--- src/rtl/mem_req_pkg.sv ---
// Shared types and constants for the EX/MEM request controller.
// The performance-counter constants are only used when MEM_PERF_CNT_EN is defined.
package mem_req_pkg;

  localparam int DEF_DATA_W = 16;
  localparam int DEF_REG_W  = 3;

  localparam int               CNT_W   = 16;
  localparam logic [CNT_W-1:0] CNT_MAX = {CNT_W{1'b1}};

  typedef enum logic [1:0] {
    RUN    = 2'b00,
    DUMP   = 2'b01,
    HALTED = 2'b10
  } state_t;

  function automatic logic [CNT_W-1:0] sat_inc(input logic [CNT_W-1:0] v, input logic inc);
    return (inc && (v != CNT_MAX)) ? v + 1'b1 : v;
  endfunction

endpackage

--- src/rtl/mem_pipe_reg.sv ---
// Generic enable register with asynchronous active-low clear.
// It is used for the EX/MEM and MEM/WB pipeline stages.
module mem_pipe_reg #(
  parameter int WIDTH = 1
) (
  input  logic             clk,
  input  logic             rst_n,
  input  logic             i_en,
  input  logic [WIDTH-1:0] i_d,
  output logic [WIDTH-1:0] o_q
);

  logic [WIDTH-1:0] r_q;

  always_ff @(posedge clk or negedge rst_n) begin
    if (!rst_n) begin
      r_q <= '0;
    end else if (i_en) begin
      r_q <= i_d;
    end
  end

  assign o_q = r_q;

endmodule

--- src/rtl/mem_req_ctrl.sv ---
// Memory request controller: EX/MEM register, request/halt sequencer, MEM/WB register.
// Define MEM_PERF_CNT_EN to add the saturating loadCnt/storeCnt/stallCnt outputs.
module mem_req_ctrl
  import mem_req_pkg::*;
#(
  parameter int DATA_W = DEF_DATA_W,
  parameter int REG_W  = DEF_REG_W
) (
  input  logic              clk,
  input  logic              rst,
  input  logic              exValid,
  input  logic [DATA_W-1:0] exAddr,
  input  logic [DATA_W-1:0] exWriteData,
  input  logic              exMemRead,
  input  logic              exMemWrite,
  input  logic              exHalt,
  input  logic              exRegWrite,
  input  logic [REG_W-1:0]  exWriteReg,
  input  logic              flush,
  input  logic              memStall,
  input  logic [DATA_W-1:0] memReadData,
  output logic [DATA_W-1:0] addr,
  output logic [DATA_W-1:0] writeData,
  output logic              memRead,
  output logic              memWrite,
  output logic              halt,
  output logic              stallOut,
  output logic              wbValid,
  output logic              wbRegWrite,
  output logic [REG_W-1:0]  wbWriteReg,
  output logic [DATA_W-1:0] wbData,
  output logic              err
`ifdef MEM_PERF_CNT_EN
  ,
  output logic [CNT_W-1:0]  loadCnt,
  output logic [CNT_W-1:0]  storeCnt,
  output logic [CNT_W-1:0]  stallCnt
`endif
);

  localparam int EXM_W = 2 * DATA_W + REG_W + 5;
  localparam int MWB_W = 1 + REG_W + DATA_W;

  state_t r_state;
  state_t w_next_state;
  logic   r_err;
  logic   w_halt;

  logic [EXM_W-1:0]  w_exm_d;
  logic [EXM_W-1:0]  w_exm_q;
  logic              w_m_valid;
  logic              w_m_halt;
  logic              w_m_reg_write;
  logic              w_m_mem_read;
  logic              w_m_mem_write;
  logic [REG_W-1:0]  w_m_write_reg;
  logic [DATA_W-1:0] w_m_write_data;
  logic [DATA_W-1:0] w_m_addr;

  logic              w_run;
  logic              w_misaligned;
  logic              w_mem_read;
  logic              w_mem_write;
  logic              w_req_stall;
  logic              w_stall_out;

  logic [MWB_W-1:0]  w_mwb_d;
  logic [MWB_W-1:0]  w_mwb_q;
  logic              w_wb_valid_d;
  logic              w_wb_valid;
  logic              w_wb_reg_write;
  logic [REG_W-1:0]  w_wb_write_reg;
  logic [DATA_W-1:0] w_wb_data;

  // A flushed instruction enters as a bubble; the payload fields are don't-care then.
  assign w_exm_d = {exValid & ~flush, exHalt, exRegWrite, exMemRead, exMemWrite,
                    exWriteReg, exWriteData, exAddr};

  mem_pipe_reg #(.WIDTH(EXM_W)) u_ex_mem (
    .clk   (clk),
    .rst_n (rst),
    .i_en  (~w_stall_out),
    .i_d   (w_exm_d),
    .o_q   (w_exm_q)
  );

  assign {w_m_valid, w_m_halt, w_m_reg_write, w_m_mem_read, w_m_mem_write,
          w_m_write_reg, w_m_write_data, w_m_addr} = w_exm_q;

  assign w_run        = (r_state == RUN);
  assign w_misaligned = w_m_valid & (w_m_mem_read | w_m_mem_write) & w_m_addr[0];
  assign w_mem_read   = w_run & w_m_valid & w_m_mem_read  & ~w_misaligned;
  assign w_mem_write  = w_run & w_m_valid & w_m_mem_write & ~w_misaligned;
  assign w_req_stall  = w_m_valid & (w_mem_read | w_mem_write) & memStall;
  assign w_stall_out  = w_req_stall | ~w_run;

  always_ff @(posedge clk or negedge rst) begin
    if (!rst) begin
      r_state <= RUN;
      r_err   <= 1'b0;
    end else begin
      r_state <= w_next_state;
      if (w_run && (w_next_state == DUMP) && w_misaligned) begin
        r_err <= 1'b1;
      end
    end
  end

  // Inside RUN the only stall source is the memory stage, so w_req_stall stands in for stallOut.
  always_comb begin
    w_next_state = r_state;
    w_halt       = 1'b0;
    case (r_state)
      RUN: begin
        if (w_m_valid && (w_m_halt || w_misaligned) && !w_req_stall) begin
          w_next_state = DUMP;
        end
      end
      DUMP: begin
        w_halt       = 1'b1;
        w_next_state = HALTED;
      end
      HALTED: begin
        w_next_state = HALTED;
      end
      default: begin
        w_next_state = HALTED;
      end
    endcase
  end

  assign w_mwb_d = {w_m_reg_write, w_m_write_reg, w_m_mem_read ? memReadData : w_m_addr};

  mem_pipe_reg #(.WIDTH(MWB_W)) u_mem_wb (
    .clk   (clk),
    .rst_n (rst),
    .i_en  (~w_stall_out),
    .i_d   (w_mwb_d),
    .o_q   (w_mwb_q)
  );

  // The valid bit updates every cycle so a stall drains into a bubble instead of repeating.
  assign w_wb_valid_d = ~w_stall_out & w_m_valid & ~w_misaligned;

  mem_pipe_reg #(.WIDTH(1)) u_wb_valid (
    .clk   (clk),
    .rst_n (rst),
    .i_en  (1'b1),
    .i_d   (w_wb_valid_d),
    .o_q   (w_wb_valid)
  );

  assign {w_wb_reg_write, w_wb_write_reg, w_wb_data} = w_mwb_q;

  assign addr       = w_m_addr;
  assign writeData  = w_m_write_data;
  assign memRead    = w_mem_read;
  assign memWrite   = w_mem_write;
  assign halt       = w_halt;
  assign stallOut   = w_stall_out;
  assign wbValid    = w_wb_valid;
  assign wbRegWrite = w_wb_valid & w_wb_reg_write;
  assign wbWriteReg = w_wb_write_reg;
  assign wbData     = w_wb_data;
  assign err        = r_err;

`ifdef MEM_PERF_CNT_EN
  logic [CNT_W-1:0] r_load_cnt;
  logic [CNT_W-1:0] r_store_cnt;
  logic [CNT_W-1:0] r_stall_cnt;

  always_ff @(posedge clk or negedge rst) begin
    if (!rst) begin
      r_load_cnt  <= '0;
      r_store_cnt <= '0;
      r_stall_cnt <= '0;
    end else begin
      r_load_cnt  <= sat_inc(r_load_cnt,  w_mem_read  & ~memStall);
      r_store_cnt <= sat_inc(r_store_cnt, w_mem_write & ~memStall);
      r_stall_cnt <= sat_inc(r_stall_cnt, w_stall_out & w_run);
    end
  end

  assign loadCnt  = r_load_cnt;
  assign storeCnt = r_store_cnt;
  assign stallCnt = r_stall_cnt;
`endif

endmodule

--- config.mk ---
export PLATFORM = sky130hd
export DESIGN_NAME = mem_req_ctrl
export DESIGN_NICKNAME = d
export VERILOG_FILES = /design/src/rtl/mem_req_pkg.sv /design/src/rtl/mem_pipe_reg.sv /design/src/rtl/mem_req_ctrl.sv
export SDC_FILE = /design/constraint.sdc
export NUM_CORES = 1
export LEC_CHECK = 0
export ABC_AREA = 1
export CAP_MARGIN = 0
export CORE_UTILIZATION = 40
export CTS_CLUSTER_SIZE = 25
export DETAILED_ROUTE_END_ITERATION = 10
export GPL_TIMING_DRIVEN = 0
export PLACE_DENSITY = 0.84
export SYNTH_ARGS = -nofsm -noshare
export SYNTH_HDL_FRONTEND = slang
export SYNTH_SLANG_ARGS = --single-unit
export TNS_END_PERCENT = 100
--- constraint.sdc ---
create_clock -name clk -period 2.4 [get_ports clk]
set_input_delay 0.36 -clock clk [delete_from_list [all_inputs] [get_ports clk]]
set_output_delay 0.36 -clock clk [all_outputs]
set_load 0.01 [all_outputs]
### Word level (Yosys, flattened, before mapping)

Index checks and enable logic that the tools add are counted.

* latch bits: 0
* flip-flop bits (word level): 64
* output and inout bits: 58
* memory bits (writable): 0
* word-level logic and storage cells: 38
* ROM bits: 0
* input bits: 60
* memories kept: 0

* bitwise operators: 20
* $add $sub $neg: 0
* equal/unequal tests: 2
* reductions and logical operators: 7
* shift-type cells: 0
* mux-type cells: 4
* order comparisons: 0
* divide/modulo/power cells: 0
* multiply operators: 0

Operators by type and width (number)
* $mux 16: 1
* $and 1x1->1: 13
* $eq 2x1->1 const B: 2
* $logic_and 1x1->1: 4
* $mux 2: 2
* $not 1->1: 4
* $or 1x1->1: 3
* $logic_not 2->1: 1
* $logic_not 1->1: 1
* $logic_or 1x1->1: 1
* $mux 1: 1

### Logic depth before layout (Yosys ltp)

Gate-level depths: netlist of the first run.

* depth after elaboration: 15
* gate-level depth with buffers: 8
* gate-level depth less buffers: 7

### Hierarchy

A second synthesis of the first run with hierarchy kept.

* cells, all modules: 343
* area total of the unflattened synthesis: 2825.2 µm²

By module, submodules not included
* mem_pipe_reg at u_ex_mem: cells an instance 170, instances 1, area an instance 1605.3 µm², sequential area each 1001.0 µm²
* mem_pipe_reg at u_mem_wb: cells an instance 85, instances 1, area an instance 767.0 µm², sequential area each 500.5 µm²
* mem_req_ctrl: cells an instance 83, instances 1, area an instance 412.9 µm², sequential area each 75.1 µm²
* mem_pipe_reg at u_wb_valid: cells an instance 5, instances 1, area an instance 40.0 µm², sequential area each 25.0 µm²

### Worst setup path after synthesis of the first run

Ideal clock, no wire load.

* path kind: reg-to-output
* from: register r_state[0]
* to: output port stallOut
* buffers on the path: 1
* data arrival time: 1.213 ns
* path slack: 0.827 ns
* required time: 2.040 ns
* cell stages (with the launch flop): 7
* cells stage by stage: dfrtp_1 > nor2_8 > nand2_1 > a21oi_2 > nand2_2 > nand2_4 > buf_4

* longest elaborated chain between the ends: 8
* elaborated cells on any way between the ends: 11
* classes of those cells: bitwise: 10; reduce/logical: 1

RTL lines
* from (decl): line mem_req_ctrl.sv:44 `state_t r_state;`
* from (signal assigned): line mem_req_ctrl.sv:102 `r_state <= w_next_state;`
* $logic_not 2->1 (*): line mem_req_ctrl.sv:90 `assign w_run = (r_state == RUN);`
* $and 1x1->1: line mem_req_ctrl.sv:92, mem_req_ctrl.sv:93
* $and 1x1->1 (on tied branches) (2 in series): line mem_req_ctrl.sv:92, mem_req_ctrl.sv:93
* $or 1x1->1: line mem_req_ctrl.sv:94 `assign w_req_stall = w_m_valid & (w_mem_read | w_mem_write) & memStall;`
* $and 1x1->1 (2 in series): line mem_req_ctrl.sv:94
* $or 1x1->1 (*): line mem_req_ctrl.sv:95 `assign w_stall_out = w_req_stall | ~w_run;`
* to (decl): line mem_req_ctrl.sv:27 `output logic stallOut,`

Every way passes the cells marked *; elsewhere a longest branch is shown, timed or not.

### Worst setup path after layout of the first run

* from: register r_state[1]
* to: output port stallOut

The elaborated chain is that of the path after synthesis.

==> results of run 1 <==
==> worst paths after layout <==
check                                      start          endpoint  slack (ps)  cells after the start
worst max-delay path                  r_state[1]          stallOut         130                      7
worst min-delay path                         rst  u_ex_mem.o_q[28]           7                      1
worst max register to register        r_state[1]  u_mem_wb.o_q[17]         800                      7
worst min register to register  u_ex_mem.o_q[34]  u_ex_mem.o_q[34]         470                      2
max in group asynchronous                    rst  u_ex_mem.o_q[36]        1790                      2
min in group clk                u_ex_mem.o_q[34]  u_ex_mem.o_q[34]         470                      2
==> report_power, final <==
part / switching, uW / internal, uW / total, uW
logic: 1340 / 1680 / 3030
registers: 330 / 1570 / 1900
clock network: 377 / 413 / 790
==> metal layers <==
layer	vias to the layer above	track usage [%]	routed length [um]
met3	12	4.209	505
met1	1321	24.68	3307
met2	93	34.34	3919
met5	-	0	0
li1	1433	-	-
met4	0	7.392	112
==> worst max-delay path: cells and delay by family (launching register included) <==
family,cells,cell delay (ps)
and+or+nand+nor,4,480
buffers and inverters,2,470
DFF,1,440
AOI/OAI and AO/OA,1,190
==> flip-flops by register name, summed over array words and instances, names as in the netlist <==
name and cells:
err 1, r_state 2, u_ex_mem.o_q 40, u_mem_wb.o_q 20, u_wb_valid.o_q 1
==> kinds of logic (layout without fill, tap and decap cells) <==
family,after synthesis,after routing,share of synthesized area (%)
AND/OR/NAND/NOR,244,244,32.42
buffers and inverters,80,212,16.07
flip-flops,64,64,50.92
AO/OA/AOI/OAI,3,3,0.5967
==> cell usage after synthesis <==
| cell type | number | area share [%] |
|---|---|---|
| buf_4 | 53 | 13 |
| inv_1 | 8 | 0.95 |
| nor2_8 | 1 | 0.64 |
| o21ai_0 | 2 | 0.32 |
| nand2_4 | 1 | 0.36 |
| nand3_1 | 62 | 9.9 |
| nand2_1 | 173 | 21 |
| nand2_2 | 1 | 0.20 |
| clkbuf_1 | 7 | 0.84 |
| nor2_1 | 6 | 0.72 |
| buf_1 | 7 | 0.84 |
| buf_2 | 5 | 0.80 |
| a21oi_2 | 1 | 0.28 |
| dfrtp_1 | 64 | 51 |
==> what timing repair did <==
item | CTS | global route
buffers inserted | 1 | 0
gates resized for setup | 2 | 0
endpoints found under the setup margin | 1 | 0
hold buffers | 0 | 0
==> layout make-up <==
| type | instances | share of cell area (%) |
|---|---|---|
| sequential | 64 | 34.61 |
| multi-input combinational | 247 | 22.55 |
| clock inverter | 1 | 0.1082 |
| clock buffer | 12 | 3.353 |
| buffer | 72 | 10.28 |
| timing repair buffer | 119 | 25.77 |
| tap | 99 | 2.677 |
| inverter | 8 | 0.6490 |
==> metrics by stage <==
stage                     instances  setup WS [ps]  total power [uW]
final                           622          126.7              5719
after CTS                       622          113.9              5763
after detailed placement        608          47.00              4952
after floorplan                 391          826.5              3656
after global routing            622          35.20              6160
after global placement          607          -1056              4842
==> flow_summary_export.csv, run 1 <==
group,metric,value,unit
run_status,run_status,"finished, final reports clean",
clocking,clock_path_buffers,2,
synthesis,netlist_area,0.003146,mm2
finish,fin_util,62.46,%
timing,post-route-min-period,2273,ps
floorplan,rows,31,
grt,grt_remaining_overflow,0,
floorplan,fp.dieH,90.68,um
synthesis,netlist_instances,391,
timing,max_slew_margin,64.56,%
clocking,clkSlewWorstSetupHoldPaths,70,ps
critical_path,cp.required,2040,ps
critical_path,slowest_delay,440,ps
clocking,cts_tree,"yes",
grt,grt_pass1_vias,2759,
critical_path,crit_path_cell_trace,"nor2_8, nand2_1, a21oi_2, nand2_4, nand2_4, buf_4, dlygate4sd2_1",
timing,worst_pin_slew,531.6,ps
grt,grt_usage,20.02,%
timing,rsz0062_at_grt,"false",
finish,final_cell_mix,"nand2_1, clkdlybuf4s50_1, dfrtp_1, nand3_1, buf_4",
timing,tns,0,ps
finish,fillers,647,
placement,portBuffers,117,
pwr,ir_drop,0.5308,mV
grt,grt_max_degree,43,
floorplan,dieArea,0.008223,mm2
finish,multi_input_area,0.001044,mm2
timing,finalSetupViolCount,0,
drt,first_pass_iters,5,
timing,hold_ws,6.801,ps
pwr,power_density,1236,mW/mm2
critical_path,cpMostUsedCell,"nand2_4",
placement,dp_hpwl,5887,um
critical_path,critPathLaunchType,"flip-flop",
clocking,clock_latency,330,ps
timing,max_freq,0.4399,GHz
placement,place.gp.congestion,0.8225,
finish,final-seq-area,0.001602,mm2
timing,drv_slew,0,
clocking,htreeDepth,3,
synthesis,syn_avg_cell_area,8.045,um2
critical_path,arrival,1910,ps
critical_path,cp_max_fo,10,
job,maxCapViolCount,0,
finish,final_nets,581,
clocking,cts.sinks,64,
timing,period_share,94.72,%
finish,antenna_cells,0,
floorplan,die_width,90.68,um
timing,finalClockSkew,6.236,ps
hold_path,hp-class,"input port to async pin",
synthesis,synth.distinct_cells,14,
synthesis,yosysWarningCount,0,
clocking,clockRootBuffer,"clkbuf_8",
grt,grt_pass1_wl,13100,um
critical_path,cp-end-kind,"output port",
floorplan,core_area,0.007408,mm2
timing,finalHoldViolCount,0,
drt,wl_per_cell,12.61,um
synthesis,ys_seq_elements,64,
finish,final_common_cell,"nand2_1",
critical_path,cp_slowest_cell,"dfrtp_1",
pwr,total_leakage_power,0.002361,uW
placement,dpl_cell_area,0.004456,mm2
finish,area_growth,47.10,%
critical_path,crit_type,"flip-flop to output port",
drt,vias,2859,
grt,antenna_found_initial,0,
finish,fin_area,0.004627,mm2
drt,ant_nets,0,
drt,drc,0,
drt,drt_wl_total,7844,um
drt,vias_per_cell,4.596,
synthesis,syn_nets,451,
floorplan,num_io_pins,118,
synthesis,seq_area_frac_synth,50.91,%
clocking,cts-buffers-inserted,9,
drt,dr.first_iter.drc_count,155,
floorplan,start_util,42.46,%
finish,drive_gt1_share,14.72,%
Note: power is estimated with default switching activity, not from simulation.
==> run 2, diff against run 1 <==
- ABC_CLOCK_PERIOD_IN_PS: not set -> 2400
==> results of run 2 <==
Final layout, timing and power as in run 1 (identical DEF).
==> run 3, diff against run 2 <==
- ABC_CLOCK_PERIOD_IN_PS: 2400 -> 2800
- clock period: 2.4 -> 2.8 ns (I/O delays scaled with it)
==> flow_summary_export.csv, run 3 (synthesis gave the netlist of run 1 again) <==
group,metric,value,unit
timing,period_share,95.44,%
pwr,p_comb_share,53.1,%
clocking,hold_buffers,0,
placement,dpl_cell_area,0.004456,mm2
clocking,htreeDepth,3,
critical_path,crit_path_cell_trace,"nor2_8, nand2_1, a21oi_2, nand2_2, nand2_4, buf_4, clkdlybuf4s50_1",
grt,grt_remaining_overflow,0,
floorplan,dieArea,0.008223,mm2
critical_path,cp.required,2380,ps
drt,vias_per_cell,4.569,
critical_path,arrival,2250,ps
timing,max_slew_margin,64.40,%
drt,drt_wl_total,7879,um
finish,fillers,646,
timing,hold_ws,65.38,ps
clocking,post-cts-setup-buffers,0,
pwr,power_density,1062,mW/mm2
clocking,clockRootBuffer,"clkbuf_8",
grt,grt_pass1_vias,2766,
finish,final-seq-area,0.001602,mm2
finish,drive_gt1_share,15.05,%
critical_path,reg2reg_slack,1130,ps
finish,fin_cells,624,
critical_path,cp_max_fo,10,
critical_path,rr_startpoint,"r_state[1]",
drt,vias,2851,
critical_path,critPathLaunchType,"flip-flop",
finish,fin_area,0.004638,mm2
pwr,netSwitchingPower,1762,uW
drt,wl_per_cell,12.63,um
clocking,clock_path_buffers,2,
critical_path,crit_family,"buffers and inverters",
pwr,power_frac_clock,13.7,%
timing,drv_slew,0,
finish,antenna_cells,0,
critical_path,slowest_delay,560,ps
floorplan,num_io_pins,118,
finish,final_nets,583,
critical_path,crit_buf_inv,2,
grt,grt_max_degree,43,
pwr,switching_share,35.78,%
floorplan,core_area,0.007408,mm2
critical_path,crit_type,"flip-flop to output port",
timing,worst_pin_slew,533.9,ps
finish,final_cell_mix,"nand2_1, clkdlybuf4s50_1, dfrtp_1, nand3_1, buf_4",
clocking,cts_resized,0,
timing,max_freq,0.3742,GHz
timing,finalHoldViolCount,0,
pwr,p_seq_share,33.1,%
clocking,cts.sinks,64,
finish,fin_util,62.61,%
drt,dr.first_iter.drc_count,195,
critical_path,cp_slowest_cell,"clkdlybuf4s50_1",
finish,largest_register_ff_count,40,
clocking,cts-buffers-inserted,9,
timing,rsz0062_at_grt,"false",
clocking,clkSlewWorstSetupHoldPaths,70,ps
critical_path,reg2regPathDepth,7,
finish,area_growth,47.45,%
critical_path,r2r_end,"u_mem_wb.o_q[9]",
grt,grt_usage,19.95,%
placement,portBuffers,117,
critical_path,cp-end-kind,"output port",
placement,place.gp.congestion,0.8225,
clocking,cts_tree,"yes",
job,maxCapViolCount,0,
timing,post-route-min-period,2672,ps
timing,finalSetupViolCount,0,
floorplan,rows,31,
floorplan,die_width,90.68,um
timing,finalClockSkew,6.374,ps
pwr,ir_drop,0.4552,mV
pwr,total_leakage_power,0.002364,uW
finish,multi_input_area,0.001039,mm2
grt,antenna_found_initial,0,
clocking,clock_latency,330,ps
pwr,p_int,3163,uW
drt,drc,0,
finish,final_common_cell,"nand2_1",
hold_path,hp-class,"input port to async pin",
drt,ant_nets,0,
placement,dp_hpwl,5887,um
floorplan,fp.dieH,90.68,um
grt,grt_pass1_wl,13060,um
floorplan,start_util,42.46,%
drt,first_pass_iters,5,
run_status,run_status,"finished, final reports clean",
placement,dpl.cell_count,608,
==> run 3: changes by cell type in the layout (fill, tap and decap cells not counted) <==
cell             before  now
buf_4                54   56
clkdlybuf4s50_1     115  116
dlygate4sd2_1         1    0
nand2_2               0    1
nand2_4               2    1
==> run 3: cell type report <==
class,count,share of cell area [%]
Clock buffer,12,3.345
Multi-Input combinational cell,247,22.39
Clock inverter,1,0.1079
Tap cell,99,2.671
Buffer,72,10.25
Inverter,8,0.6474
Sequential cell,64,34.53
Timing Repair Buffer,121,26.06
==> run 3: per-stage QoR <==
step           setup TNS (ps)  setup slack (ps)  total power, uW
2_1_floorplan               0              1167             3134
3_3_place_gp           -45640            -715.8             4150
3_5_place_dp                0             387.0             4245
4_1_cts                     0             21.63             4929
5_1_grt                     0             21.40             5304
6_report                    0             127.6             4926
==> run 3: worst reg2reg max path, cell delays in order (launching register included) <==
cell,delay [ps]
dfrtp_1,440
nor2_8,160
nand2_1,120
a21oi_2,160
nand2_2,180
clkbuf_1,300
nand3_1,160
nand2_1,60
==> run 3: how the worst max path moves through the flow <==
stage,startpoint,endpoint,slack (ps),depth (start not counted)
floorplan,r_state[0],stallOut,1170,6
global placement,rst,u_mem_wb.o_q[11],-720,1
detailed placement,r_state[0],stallOut,390,7
CTS,r_state[0],stallOut,20,7
global route,r_state[1],stallOut,20,7
finish,r_state[1],stallOut,130,7
==> run 3: power by group through the flow <==
stage	combinational [uW]	sequential, uW	clock, uW
after global routing	2890	1680	739
after global placement	2530	1620	0
after detailed placement	2600	1640	0
final	2620	1630	677
after CTS	2610	1630	686
after floorplan	1580	1560	0
==> run 3: routing by layer <==
metal	part of all wire, %	track usage (%)	wire length [um]	vias up
met3	5.8	4.209	460	13
met2	50	34.41	3966	97
met5	0	0	0	-
met4	1.5	7.392	121	0
li1	-	-	-	1438
met1	42	24.40	3331	1303
